==> src/rtl/cache_debug_loader.sv <==
// Host-side debug master for the instruction and data cache debug ports.
// It turns host bursts into one-word-per-beat accesses and owns the core reset line.
module cache_debug_loader #(
    parameter int READ_LATENCY = 1
) (
    input  logic        CPU_CLK,
    input  logic        CPU_RST,
    input  logic        cmd_valid,
    output logic        cmd_ready,
    input  logic [1:0]  cmd_op,
    input  logic        cmd_sel,
    input  logic [31:0] cmd_addr,
    input  logic [7:0]  cmd_len,
    input  logic [3:0]  cmd_be,
    input  logic        wd_valid,
    output logic        wd_ready,
    input  logic [31:0] wd_data,
    output logic        rd_valid,
    input  logic        rd_ready,
    output logic [31:0] rd_data,
    output logic        err,
    output logic        busy,
    output logic        core_rst,
    output logic [31:0] inst_a2,
    output logic [31:0] inst_wd2,
    output logic [3:0]  inst_we2,
    input  logic [31:0] inst_rd2,
    output logic [31:0] data_a2,
    output logic [31:0] data_wd2,
    output logic [3:0]  data_we2,
    input  logic [31:0] data_rd2
);
    localparam logic [2:0] IDLE     = 3'd0;
    localparam logic [2:0] WR_BEAT  = 3'd1;
    localparam logic [2:0] RD_ISSUE = 3'd2;
    localparam logic [2:0] RD_WAIT  = 3'd3;
    localparam logic [2:0] RD_RESP  = 3'd4;
    localparam logic [2:0] LAT_LAST = 3'(READ_LATENCY - 1);

    logic [2:0]       state_q, state_d;
    logic             sel_q, sel_d;
    logic [31:0]      addr_q, addr_d;
    logic [7:0]       len_q, len_d;
    logic [7:0]       cnt_q, cnt_d;
    logic [3:0]       be_q, be_d;
    logic [2:0]       lat_q, lat_d;
    logic [31:0]      rd_data_q, rd_data_d;
    logic             err_q, err_d;
    logic             core_rst_q, core_rst_d;
    // Index 0 is the instruction cache, index 1 the data cache.
    logic [1:0][31:0] a2_q, a2_d;
    logic [1:0][31:0] wd2_q, wd2_d;
    logic [1:0][3:0]  we2_q, we2_d;

    always_comb begin
        state_d    = state_q;
        sel_d      = sel_q;
        addr_d     = addr_q;
        len_d      = len_q;
        cnt_d      = cnt_q;
        be_d       = be_q;
        lat_d      = lat_q;
        rd_data_d  = rd_data_q;
        err_d      = 1'b0;
        core_rst_d = core_rst_q;
        a2_d       = a2_q;
        wd2_d      = wd2_q;
        we2_d      = '0;

        case (state_q)
            IDLE: begin
                if (cmd_valid) begin
                    case (cmd_op)
                        2'b10: core_rst_d = 1'b0;
                        2'b11: core_rst_d = 1'b1;
                        2'b00: begin
                            // Instruction memory may only be rewritten while the core is held.
                            if (!cmd_sel && !core_rst_q) begin
                                err_d = 1'b1;
                            end else begin
                                sel_d   = cmd_sel;
                                addr_d  = cmd_addr & ~32'h3;
                                len_d   = cmd_len;
                                be_d    = cmd_be;
                                cnt_d   = 8'd0;
                                state_d = WR_BEAT;
                            end
                        end
                        default: begin
                            sel_d   = cmd_sel;
                            addr_d  = cmd_addr & ~32'h3;
                            len_d   = cmd_len;
                            be_d    = cmd_be;
                            cnt_d   = 8'd0;
                            // a2 is registered on entry so it is valid during RD_ISSUE.
                            a2_d[cmd_sel] = cmd_addr & ~32'h3;
                            state_d = RD_ISSUE;
                        end
                    endcase
                end
            end
            WR_BEAT: begin
                if (wd_valid) begin
                    a2_d[sel_q]  = addr_q;
                    wd2_d[sel_q] = wd_data;
                    we2_d[sel_q] = be_q;
                    addr_d       = addr_q + 32'd4;
                    if (cnt_q == len_q) begin
                        cnt_d   = 8'd0;
                        state_d = IDLE;
                    end else begin
                        cnt_d = cnt_q + 8'd1;
                    end
                end
            end
            RD_ISSUE: begin
                lat_d   = 3'd0;
                state_d = RD_WAIT;
            end
            RD_WAIT: begin
                if (lat_q == LAT_LAST) begin
                    rd_data_d = sel_q ? data_rd2 : inst_rd2;
                    state_d   = RD_RESP;
                end else begin
                    lat_d = lat_q + 3'd1;
                end
            end
            RD_RESP: begin
                if (rd_ready) begin
                    if (cnt_q == len_q) begin
                        cnt_d   = 8'd0;
                        state_d = IDLE;
                    end else begin
                        cnt_d        = cnt_q + 8'd1;
                        addr_d       = addr_q + 32'd4;
                        a2_d[sel_q]  = addr_q + 32'd4;
                        state_d      = RD_ISSUE;
                    end
                end
            end
            default: state_d = IDLE;
        endcase
    end

    always_ff @(posedge CPU_CLK) begin
        if (!CPU_RST) begin
            state_q    <= IDLE;
            sel_q      <= 1'b0;
            addr_q     <= '0;
            len_q      <= '0;
            cnt_q      <= '0;
            be_q       <= '0;
            lat_q      <= '0;
            rd_data_q  <= '0;
            err_q      <= 1'b0;
            core_rst_q <= 1'b1;
            a2_q       <= '0;
            wd2_q      <= '0;
            we2_q      <= '0;
        end else begin
            state_q    <= state_d;
            sel_q      <= sel_d;
            addr_q     <= addr_d;
            len_q      <= len_d;
            cnt_q      <= cnt_d;
            be_q       <= be_d;
            lat_q      <= lat_d;
            rd_data_q  <= rd_data_d;
            err_q      <= err_d;
            core_rst_q <= core_rst_d;
            a2_q       <= a2_d;
            wd2_q      <= wd2_d;
            we2_q      <= we2_d;
        end
    end

    assign cmd_ready = (state_q == IDLE);
    assign wd_ready  = (state_q == WR_BEAT);
    assign rd_valid  = (state_q == RD_RESP);
    assign rd_data   = rd_data_q;
    assign err       = err_q;
    assign busy      = (state_q != IDLE);
    assign core_rst  = core_rst_q;
    assign inst_a2   = a2_q[0];
    assign inst_wd2  = wd2_q[0];
    assign inst_we2  = we2_q[0];
    assign data_a2   = a2_q[1];
    assign data_wd2  = wd2_q[1];
    assign data_we2  = we2_q[1];
endmodule

==> config.mk <==
export PLATFORM = sky130hd
export DESIGN_NAME = cache_debug_loader
export DESIGN_NICKNAME = d
export VERILOG_FILES = /design/src/rtl/cache_debug_loader.sv
export SDC_FILE = /design/constraint.sdc
export NUM_CORES = 1
export LEC_CHECK = 0
export CORE_UTILIZATION = 35
export DETAILED_ROUTE_END_ITERATION = 6
export GPL_TIMING_DRIVEN = 0
export PLACE_DENSITY = 0.58
export RECOVER_POWER = 50
export SLEW_MARGIN = 20
export SYNTH_ARGS = -nofsm -noshare
export SYNTH_HDL_FRONTEND = slang
export SYNTH_SLANG_ARGS = --single-unit
==> constraint.sdc <==
create_clock -name CPU_CLK -period 4 [get_ports CPU_CLK]
set_input_delay 0.8 -clock CPU_CLK [delete_from_list [all_inputs] [get_ports CPU_CLK]]
set_output_delay 0.8 -clock CPU_CLK [all_outputs]
set_load 0.005 [all_outputs]
==> key figures <==
Global routing
  – GRT Util Overall: 30.65%
  – First-pass GRT wire length: 75540 um
  – Number of global-route vias before repair: between 10000 and 15000
  – GR Overflow Total: 0
  – Antenna violations before repair: 1
  – Largest net degree at the start of global routing: 20

CTS
  – Clk sinks: 227
  – H-tree levels: 1
  – Max clock buf depth: 3
  – CTS tree: built
  – Cts bufs inserted: 26
  – Clock Pin Slew Worst Setup and Hold Paths: 0.07 ns
  – Clock Root Buffer: clkbuf_16
  – Hold-fix buffers, CTS: 0
  – Worst skew pair latency: approximately 0.55 ns
  – Post-CTS Setup Repair Bufs: 0

Detailed routing
  – Final wirelength: 51130 um
  – Drt drc: 0
  – Via/cell ratio: 5.755
  – Initial drt markers: 1267
  – Antenna Violating Nets Remaining: 0
  – Routed length per instance: 23.41 um
  – Vias: roughly 13000
  – Router iterations before antenna repair: 5

Floorplanning
  – Initial Utilization: 35.91%
  – Die H: about 180 um
  – Rows: 64
  – Die Footprint: 32430 um^2
  – Ports: 322
  – Core area: between 30000 and 40000 um^2
  – Die W: 180.1 um

Yosys
  – Synth unique cells: slightly below 80
  – Syn Inst Count: between 1000 and 1500
  – Post-synthesis simple-gate area fraction: 22.33%
  – Mux cell area share after synthesis: 4.532%
  – Top post-synthesis cells by count: nand2_1 (261), dfxtp_1 (227), a21oi_1 (149)
  – Compound-Gate Fraction of Synth Area: 24.39%
  – Synth Area in Adders: 0.4510%
  – Synthesized area: 11100 um^2
  – Combinational family with the most area after synthesis: compound AO/OA/AOI/OAI gates
  – EDFF count, synth: 0
  – Top area cells in the synthesized netlist: dfxtp_1 (41%), nand2_1 (8.8%), a21oi_1 (6.7%)
  – Count leader, synth: nand2_1
  – Most used DFF post-synth: dfxtp_1
  – Async SR Flop Fraction: 0%
  – Post-synthesis xor/xnor area fraction: 1.894%
  – Top cell type's share of synthesized area: 40.95%
  – Synth Register Bits: ~230
  – Syn Nets: 1576
  – Ys Warns: 0
  – Yosys top cell by area: dfxtp_1
  – Syn_area_per_cell: 7.794 um^2
  – Post-synthesis sequential area ratio: 40.95%

Power and ir drop
  – PwrDens: 385.6 nW/um^2
  – Maximum vdd drop: 0.0003844 V
  – Static power due to leakage: 5.966 nW

Place
  – Placed cells: 2138
  – GP Congestion: about 1
  – DP Worst Slack: around 0.36 ns
  – Post-DP HPWL: 37840 um
  – Port Buffers: 318

Timing
  – Fin worst setup slack: 0.06943 ns
  – Final setup violation count: 0
  – Slew Limit Fails: 0
  – Worst relative slew slack: 23.00%
  – Final Hold Viols: 0
  – Clk_skew: between 0.015 and 0.02 ns
  – Sum of negative setup slack: 0 ns
  – Unrepaired setup endpoints after global routing: false
  – Worst Tran Pin Value: ~1.2 ns
  – Final min period: 3.931 ns
  – FMAX: 254.4 MHz
  – Fin crit share: a little over nine tenths

Critical path
  – Worst setup SP type: register
  – Reg2Reg Depth: 10
  – Element type at the critical path end: primary output
  – Worst-path fanout max: 19
  – Worst EP required: 3.20 ns
  – Type of the worst setup path: reg2out
  – Arrival time worst endpoint: 3.13 ns

Finish
  – # nets final: just under 2000
  – Post-Layout Cell Count: 2184
  – Fraction of layout cells with a size suffix above 1: 5.145%
  – Antenna diodes: 0
  – Area delta synth->final: 41.92%

Hold path
  – Hold Path Depth: 2
  – Worst Hold Class: reg2reg

Flow run
  – Max cap viols: 0

Run status
  – Run status: complete, no violations
critical path, stage by stage, from the launching register on:
cell and delay, ns:
dfxtp_1 0.44, or3b_1 0.20, clkbuf_1 0.63, clkinvlp_4 0.69
clkdlybuf4s50_1 0.60
per-layer routing:
layer	global-route usage, %	wire length, um
met4	13.40	2360
met3	7.296	4927
met2	48.02	22540
met5	0	14
met1	40.11	21280
cells by family after synthesis:
| family | count (synthesis) |
|---|---|
| and+or+nand+nor | 538 |
| AOI/OAI and AO/OA | 435 |
| xor gates and xnor gates | 24 |
| buffers and inverters | 146 |
| muxes | 50 |
| adders and majority gates | 4 |
| DFF | 227 |
cells in the final DEF, fill, tap and decap left out, drive strengths merged, types with 6 or more instances in the layout:
| cell type | netlist | routed |
|---|---|---|
| o31ai | 21 | 21 |
| a211oi | 39 | 39 |
| dfxtp | 227 | 227 |
| nand3 | 44 | 44 |
| a31oi | 25 | 25 |
| xor2 | 8 | 8 |
| and3 | 27 | 27 |
| o21ai | 97 | 97 |
| nand2 | 261 | 261 |
| inv | 13 | 13 |
| clkinv | 2 | 6 |
| mux2i | 48 | 48 |
| nor2 | 109 | 109 |
| nor4 | 7 | 7 |
| dlygate4sd3 | 0 | 171 |
| xnor2 | 16 | 16 |
| o211ai | 14 | 14 |
| and2 | 11 | 11 |
| buf | 38 | 31 |
| a21oi | 150 | 150 |
| clkdlybuf4s50 | 0 | 147 |
| o221a | 6 | 6 |
| a21o | 8 | 8 |
| or3 | 12 | 12 |
| a22oi | 11 | 11 |
| nand4 | 18 | 18 |
| o22ai | 10 | 10 |
| clkbuf | 93 | 133 |
| or4 | 7 | 7 |
| bufinv | 0 | 6 |
| nor3 | 17 | 17 |
timing repair:
item	in CTS	in global routing
endpoints found under the setup margin	1	1
pin swaps	0	0
resized for setup	0	1
power by group:
group / total [W] / internal, W / switching (W)
clock network: 0.00273 / 0.00170 / 0.00102
logic: 0.000932 / 0.000380 / 0.000552
registers: 0.00241 / 0.00234 / 0.0000728
total: 0.00607 / 0.00442 / 0.00165
registers in the layout (all words and copies together), names as in the netlist, 8 cells and up:
signal	flops
addr_q	30
data_a2	32
len_q	8
cnt_q	8
rd_data	32
inst_wd2	32
data_wd2	32
inst_a2	32
area by class of cell:
cell class	count	area, um^2
Buffer	130	540.5
Clock buffer	34	752.0
Clock inverter	13	220.2
Fill cell	3007	15160
Inverter	15	60.06
Multi-Input combinational cell	1051	5954
Sequential cell	227	4544
Tap cell	396	495.5
Timing Repair Buffer	318	3183
final timing paths:
check	start	slack [ns]	end
worst max-delay path	state_q[1]	0.07	rd_valid
worst min register to register	data_wd2[13]	0.45	data_wd2[13]
worst max register to register	addr_q[2]	0.81	data_a2[18]
worst min-delay path	data_wd2[13]	0.45	data_wd2[13]
per-stage QoR:
stage	total power [W]	cell area (um^2)	hold slack [ns]	utilization, %
global route	0.006268	15750	0.4607	50.96
global placement	0.003382	14780	0.4417	47.81
floorplan	0.002877	11100	0.4482	-
CTS	0.006100	15750	0.4542	50.94
detailed placement	0.003385	14780	0.4457	47.81
finish	0.006073	15750	0.4505	50.96
Power figures use the tool's default switching activity.
